[config.mk]
export PLATFORM = sky130hd
export DESIGN_NAME = multi_clock_gen
export DESIGN_NICKNAME = d
export VERILOG_FILES = /design/src/rtl/clk_gen_pkg.sv /design/src/rtl/clock_gen_ch.sv /design/src/rtl/multi_clock_gen.sv
export SDC_FILE = /design/constraint.sdc
export NUM_CORES = 1
export LEC_CHECK = 0
export CAP_MARGIN = 20
export CORE_MARGIN = 4
export CORE_UTILIZATION = 45
export CTS_BUF_LIST = sky130_fd_sc_hd__clkbuf_8
export DETAILED_ROUTE_END_ITERATION = 7
export DONT_BUFFER_PORTS = 1
export PLACE_DENSITY = 0.7
export SKIP_CTS_REPAIR_TIMING = 1
export SYNTH_ARGS = -nofsm -noshare
export SYNTH_HDL_FRONTEND = slang
export SYNTH_SLANG_ARGS = --single-unit
[constraint.sdc]
create_clock -name clk -period 5.05 [get_ports clk]
set_input_delay 1.515 -clock clk [delete_from_list [all_inputs] [get_ports clk]]
set_output_delay 1.515 -clock clk [all_outputs]
set_load 0.03 [all_outputs]
[src/rtl/clk_gen_pkg.sv]
// Shared definitions for the multi-channel clock generator: the channel
// state enumeration and the reset/clamp constants.
package clk_gen_pkg;

  typedef enum logic [2:0] {
    IDLE,
    DELAY,
    HIGH,
    LOW,
    STOP_LOW
  } ch_state_e;

  localparam int DEF_PERIOD = 2;
  localparam int DEF_HIGH   = 1;
  localparam int DEF_PHASE  = 0;
  localparam int MIN_PERIOD = 2;

endpackage

[src/rtl/clock_gen_ch.sv]
// One generated-clock channel: shadow config, clamped active config, a
// single down-counter and the IDLE/DELAY/HIGH/LOW/STOP_LOW sequencer.
// Optional MULTI_CLOCK_GEN_TICK_EN adds rise_tick/fall_tick, decoded from
// the next-state clock level so they lead clk_out by one cycle.
module clock_gen_ch
  import clk_gen_pkg::*;
#(
  parameter int CNT_W = 8
) (
  input  logic             clk,
  input  logic             rst_n,
  input  logic             enable,
  input  logic             cfg_load,
  input  logic [CNT_W-1:0] cfg_period,
  input  logic [CNT_W-1:0] cfg_high,
  input  logic [CNT_W-1:0] cfg_phase,
  output logic             clk_out,
  output logic             running
`ifdef MULTI_CLOCK_GEN_TICK_EN
  ,
  output logic             rise_tick,
  output logic             fall_tick
`endif
);

  localparam logic [CNT_W-1:0] MIN_P = CNT_W'(MIN_PERIOD);
  localparam logic [CNT_W-1:0] ONE   = CNT_W'(1);

  ch_state_e        state_q, state_d;
  logic [CNT_W-1:0] cnt_q, cnt_d;
  logic             clk_out_q, clk_out_d;
  logic             running_q, running_d;
  logic [CNT_W-1:0] shd_period_q, shd_high_q, shd_phase_q;
  logic [CNT_W-1:0] act_period_q, act_period_d;
  logic [CNT_W-1:0] act_high_q, act_high_d;

  logic [CNT_W-1:0] sel_period, sel_high, sel_phase;
  logic [CNT_W-1:0] sel_eff_period, sel_eff_high;
  logic [CNT_W-1:0] low_cnt;
  logic             enter_high;

  // A load coinciding with a HIGH entry must reach that same period, so the
  // live config bypasses the shadow during the strobe.
  assign sel_period = cfg_load ? cfg_period : shd_period_q;
  assign sel_high   = cfg_load ? cfg_high   : shd_high_q;
  assign sel_phase  = cfg_load ? cfg_phase  : shd_phase_q;

  // Clamp so that a running channel always has at least one high and one low cycle.
  assign sel_eff_period = (sel_period < MIN_P) ? MIN_P : sel_period;
  assign sel_eff_high   = (sel_high == '0)              ? ONE :
                          (sel_high >= sel_eff_period)  ? (sel_eff_period - ONE) :
                                                          sel_high;

  // Active values are already clamped, so the low phase is at least one cycle.
  assign low_cnt = act_period_q - act_high_q - ONE;

  // Shadow capture on each config strobe.
  // NOTE: sequential state uses non-blocking assignments so every register
  // samples the pre-edge value of every other register.
  always_ff @(posedge clk or negedge rst_n) begin
    if (!rst_n) begin
      shd_period_q <= CNT_W'(DEF_PERIOD);
      shd_high_q   <= CNT_W'(DEF_HIGH);
      shd_phase_q  <= CNT_W'(DEF_PHASE);
    end else if (cfg_load) begin
      shd_period_q <= cfg_period;
      shd_high_q   <= cfg_high;
      shd_phase_q  <= cfg_phase;
    end
  end

  // Sequencer state, counter, active config and registered outputs.
  always_ff @(posedge clk or negedge rst_n) begin
    if (!rst_n) begin
      state_q      <= IDLE;
      cnt_q        <= '0;
      clk_out_q    <= 1'b0;
      running_q    <= 1'b0;
      act_period_q <= CNT_W'(DEF_PERIOD);
      act_high_q   <= CNT_W'(DEF_HIGH);
    end else begin
      state_q      <= state_d;
      cnt_q        <= cnt_d;
      clk_out_q    <= clk_out_d;
      running_q    <= running_d;
      act_period_q <= act_period_d;
      act_high_q   <= act_high_d;
    end
  end

  // Next-state decode; a HIGH entry always reloads the active config.
  // NOTE: every signal gets a default first so no path can infer a latch.
  always_comb begin
    state_d      = state_q;
    cnt_d        = cnt_q;
    clk_out_d    = clk_out_q;
    running_d    = running_q;
    act_period_d = act_period_q;
    act_high_d   = act_high_q;
    enter_high   = 1'b0;

    case (state_q)
      IDLE: begin
        clk_out_d    = 1'b0;
        running_d    = 1'b0;
        act_period_d = sel_eff_period;
        act_high_d   = sel_eff_high;
        if (enable) begin
          state_d = DELAY;
          cnt_d   = sel_phase;
        end
      end
      DELAY: begin
        if (!enable) begin
          state_d = IDLE;
        end else if (cnt_q == '0) begin
          enter_high = 1'b1;
        end else begin
          cnt_d = cnt_q - ONE;
        end
      end
      HIGH: begin
        if (cnt_q == '0) begin
          clk_out_d = 1'b0;
          cnt_d     = low_cnt;
          state_d   = enable ? LOW : STOP_LOW;
        end else begin
          cnt_d = cnt_q - ONE;
        end
      end
      LOW, STOP_LOW: begin
        if (cnt_q == '0) begin
          if (enable) begin
            enter_high = 1'b1;
          end else begin
            state_d   = IDLE;
            running_d = 1'b0;
          end
        end else begin
          cnt_d   = cnt_q - ONE;
          state_d = enable ? LOW : STOP_LOW;
        end
      end
      default: begin
        state_d   = IDLE;
        clk_out_d = 1'b0;
        running_d = 1'b0;
      end
    endcase

    if (enter_high) begin
      state_d      = HIGH;
      cnt_d        = sel_eff_high - ONE;
      clk_out_d    = 1'b1;
      running_d    = 1'b1;
      act_period_d = sel_eff_period;
      act_high_d   = sel_eff_high;
    end
  end

  assign clk_out = clk_out_q;
  assign running = running_q;

`ifdef MULTI_CLOCK_GEN_TICK_EN
  assign rise_tick = clk_out_d & ~clk_out_q;
  assign fall_tick = ~clk_out_d & clk_out_q;
`else
  // Without tick outputs the next-state level only feeds the clk_out register.
`endif

endmodule

[src/rtl/multi_clock_gen.sv]
// Multi-channel programmable clock generator. The top level only slices the
// packed config buses and replicates clock_gen_ch once per channel.
// Optional MULTI_CLOCK_GEN_TICK_EN adds per-channel rise_tick/fall_tick.
module multi_clock_gen
  import clk_gen_pkg::*;
#(
  parameter int NUM_CH = 4,
  parameter int CNT_W  = 8
) (
  input  logic                    clk,
  input  logic                    rst_n,
  input  logic [NUM_CH-1:0]       enable,
  input  logic [NUM_CH-1:0]       cfg_load,
  input  logic [NUM_CH*CNT_W-1:0] cfg_period,
  input  logic [NUM_CH*CNT_W-1:0] cfg_high,
  input  logic [NUM_CH*CNT_W-1:0] cfg_phase,
  output logic [NUM_CH-1:0]       clk_out,
  output logic [NUM_CH-1:0]       running
`ifdef MULTI_CLOCK_GEN_TICK_EN
  ,
  output logic [NUM_CH-1:0]       rise_tick,
  output logic [NUM_CH-1:0]       fall_tick
`endif
);

  for (genvar i = 0; i < NUM_CH; i++) begin : g_ch
    clock_gen_ch #(
      .CNT_W(CNT_W)
    ) u_ch (
      .clk       (clk),
      .rst_n     (rst_n),
      .enable    (enable[i]),
      .cfg_load  (cfg_load[i]),
      .cfg_period(cfg_period[i*CNT_W +: CNT_W]),
      .cfg_high  (cfg_high[i*CNT_W +: CNT_W]),
      .cfg_phase (cfg_phase[i*CNT_W +: CNT_W]),
      .clk_out   (clk_out[i]),
      .running   (running[i])
`ifdef MULTI_CLOCK_GEN_TICK_EN
      ,
      .rise_tick (rise_tick[i]),
      .fall_tick (fall_tick[i])
`endif
    );
  end

endmodule

==> metrics.yaml, run 1 <==
drive_above_1_share_pct: 12.7
synthCells: 1501
nets: 1696
finalHoldViolCount: 0
overflow: 0
place.port_buffers: 0
wl_per_cell_um: 17.1
cts.path.max_buffers: 3
synthFlopType: "dfrtp_1"
num_rows: 63
finalCriticalPeriod_ns: 4.53
pre_cts_slack_ns: 0.0631
die_w_um: 183
clk_latency_ns: 0.53
dr.first_iter.drc_count: 701
start_kind: "input port"
synth_top_area_share_pct: 35.6
period_share_pct: 89.7
path_cells: "or3_1, a222oi_1, nand2_1, nand2_1, inv_1, ha_1, nand2b_1, a2111o_1, a21o_1, mux2i_1, nor2_1, ha_1, nand2_1, nor4_2, xnor2_1, a21oi_1"
synthSimpleGateAreaFrac_pct: 15.8
crit_required_ns: 5.42
syn-num-nets: 1683
hold_class: "reg -> reg"
async_flop_share_pct: 100
clock_skew_ns: 0.0140
final_cell_mix: "196 x dfrtp_1, 143 x nor2_1, 136 x inv_1"
final_core_util_pct: 49.8
yosys_register_bits: 212
layout_commonest_cell: "dfrtp_1"
rsz0062_at_grt: "false"
critPathMaxFanout: 34
place_congestion: 0.895
synthXorXnorAreaFrac_pct: 5.34
slew_viol_final: 0
r2r_setup_slack_ns: 1.14
vias_per_cell: 5.74
synth-edff-count: 0
vdd_ir_drop_max_v: 0.000197
critPathTopFamily: "simple AND/OR/NAND/NOR gates"
criticalPathCategory: "in -> reg"
synth_warnings: 0
cts_tree: "built"
p_per_area_nw_per_um2: 560
syn_area_sq_um: 13800
ys_types: 84
outcome: "complete, no violations"
synth_seq_area_share_pct: 38.6
cts_buffers: 39
grt_pass1_wl_um: 55500
synth_mux_area_share_pct: 9.79
coreArea_sq_um: 30000
path_buf_inv: 1
drt-pass1-iter-count: 5
fmax_ghz: 0.221
crit_slowest_cell: "a2111o_1"
yosys.area_share.adder_pct: 7.12
max_stage_delay_ns: 0.45
startpoint: "cfg_load[2]"
initial_core_util_pct: 46.0
clkTransAtPathRegs_ns: 0.06
synth_top_family_by_area: "compound AO/OA/AOI/OAI gates"
tightest_slew_ns: 0.921
placed_cell_area_sq_um: 14200
die_y_um: 183
final_antenna_net_count: 0
wl_um: 33200
hold_slack_ns: 0.488
vias: 11100
cts.sinks: 212
finalSetupTns_ns: 0
hold_path_startpoint: "g_ch[2].u_ch.act_high_q[7]"
yosys.area.top_type: "dfrtp_1"
synth_area_leaders: "dfrtp_1 36%, ha_1 6.5%, mux2_2 5.4%"
clockRootBuffer: "clkbuf_8"
dieArea_sq_um: 33500
p_leak_nw: 6.53
end_kind: "flip-flop"
critPathMostFrequentCell: "nand2_1"
syn_avg_cell_area_sq_um: 9.18
pin_count: 114
cp.arrival_ns: 4.90
hpwlAfterDp_um: 24600
grt_max_degree: 213
cap_violations: 0
setup_ws_ns: 0.518
setup_viol: 0
areaGrowthSynthToFinish_pct: 8.32
antenna_found_initial: 3
synth_compound_area_share_pct: 17.8
grt_pass1_vias: 11000
drcViolationCount: 0
design_area_sq_um: 14900
relSlewSlack_pct: 38.6
grtUsageTotal_pct: 19.6
ctsHtreeMaxLevel: 2
r2r-start: "g_ch[2].u_ch.shd_period_q[4]"
path summary, 6_finish.rpt:
kind | endpoint | cells after the start
min in group asynchronous | g_ch[2].u_ch.shd_phase_q[6] | 0
worst max register to register | g_ch[2].u_ch.cnt_q[6] | 16
worst min register to register | g_ch[2].u_ch.act_high_q[7] | 2
max in group asynchronous | g_ch[3].u_ch.shd_period_q[1] | 0
worst min-delay path | g_ch[2].u_ch.act_high_q[7] | 2
worst max-delay path | g_ch[2].u_ch.cnt_q[6] | 16
power by group:
part	switching, W	internal, W	leakage, nW	total (W)
logic	0.00233	0.00179	3.57	0.00413
clock network	0.000722	0.000781	0.448	0.00150
registers	0.000481	0.00225	2.50	0.00273
total	0.00353	0.00482	6.53	0.00836
cells in the mapped netlist, drive strengths merged (5+ instances only):
cell,instances
nand2b,12
a21o,8
o221ai,8
mux2,66
a221o,5
or3,12
or3b,5
nor3,45
xnor2,65
nor2b,11
o211ai,13
a221oi,9
mux2i,59
buf,37
o21a,10
o21bai,7
o22ai,5
dfrtp,196
or4,15
nand2,104
nor3b,11
or2,8
nor4,25
a211oi,17
inv,115
and3,5
a311oi,5
ha,72
o21ai,98
clkbuf,26
dfstp,16
nand3b,5
a22oi,15
nor2,144
xor2,19
nand3,22
o31ai,5
a21oi,120
a31oi,17
layout make-up:
class	instances	area, sq um
antenna	2	5.00
clock buffer	43	592
clock inverter	28	114
fill	2815	15000
inverter	116	435
multi-input combinational	1110	7710
sequential	212	5330
tap	390	488
timing repair buffer	35	263
cells by family after synthesis:
kind of cell | Yosys count
and+or+nand+nor | 440
muxes | 125
buffers and inverters | 179
adders and majority gates | 76
AOI/OAI and AO/OA | 385
xor gates and xnor gates | 84
DFF | 212
flip-flops by register name, indices dropped and copies added, names as in the netlist:
name / cells
g_ch.u_ch.running: 4
g_ch.u_ch.shd_phase_q: 32
g_ch.u_ch.shd_period_q: 32
g_ch.u_ch.state_q: 12
g_ch.u_ch.act_period_q: 32
g_ch.u_ch.act_high_q: 32
g_ch.u_ch.cnt_q: 32
g_ch.u_ch.shd_high_q: 32
g_ch.u_ch.clk_out: 4
worst reg2reg max path, cell delays in order (launching register included):
cell and delay (ns):
dfrtp_1 0.38, or3_1 0.41, a222oi_1 0.44, nand2_1 0.10, nand2_1 0.13, inv_1 0.08
ha_1 0.26, nand2b_1 0.15, a2111o_1 0.45, a21o_1 0.27, mux2i_1 0.17, nor2_1 0.19
ha_1 0.21, nand2_1 0.09, nor4_2 0.19, xnor2_1 0.16, a21oi_1 0.08
through the flow:
step / std cells / total power, W
detailed placement: 1863 / 0.00686
CTS: 1934 / 0.00841
global placement: 1863 / 0.00674
floorplan: 1501 / 0.00594
finish: 1936 / 0.00836
global route: 1936 / 0.00914
per-layer routing:
layer  vias up  wire length (um)  track usage [%]
met3        60              1960             4.13
li1       5445                 -                -
met5         -                13                0
met2       291             15500             31.7
met4         2               684             5.66
met1      5313             15100             26.9
Note: power is estimated with default switching activity, not from simulation.
==> run 2, diff against run 1 <==
- ABC_AREA: default -> 0
- GPL_TIMING_DRIVEN: default -> 1
==> results of run 2 <==
No change in the layout: final DEF, timing and power equal those of run 1.
==> run 3, diff against run 2 <==
- HOLD_SLACK_MARGIN: default -> 0.08
==> results of run 3 <==
No change in the layout: final DEF, timing and power equal those of run 1.
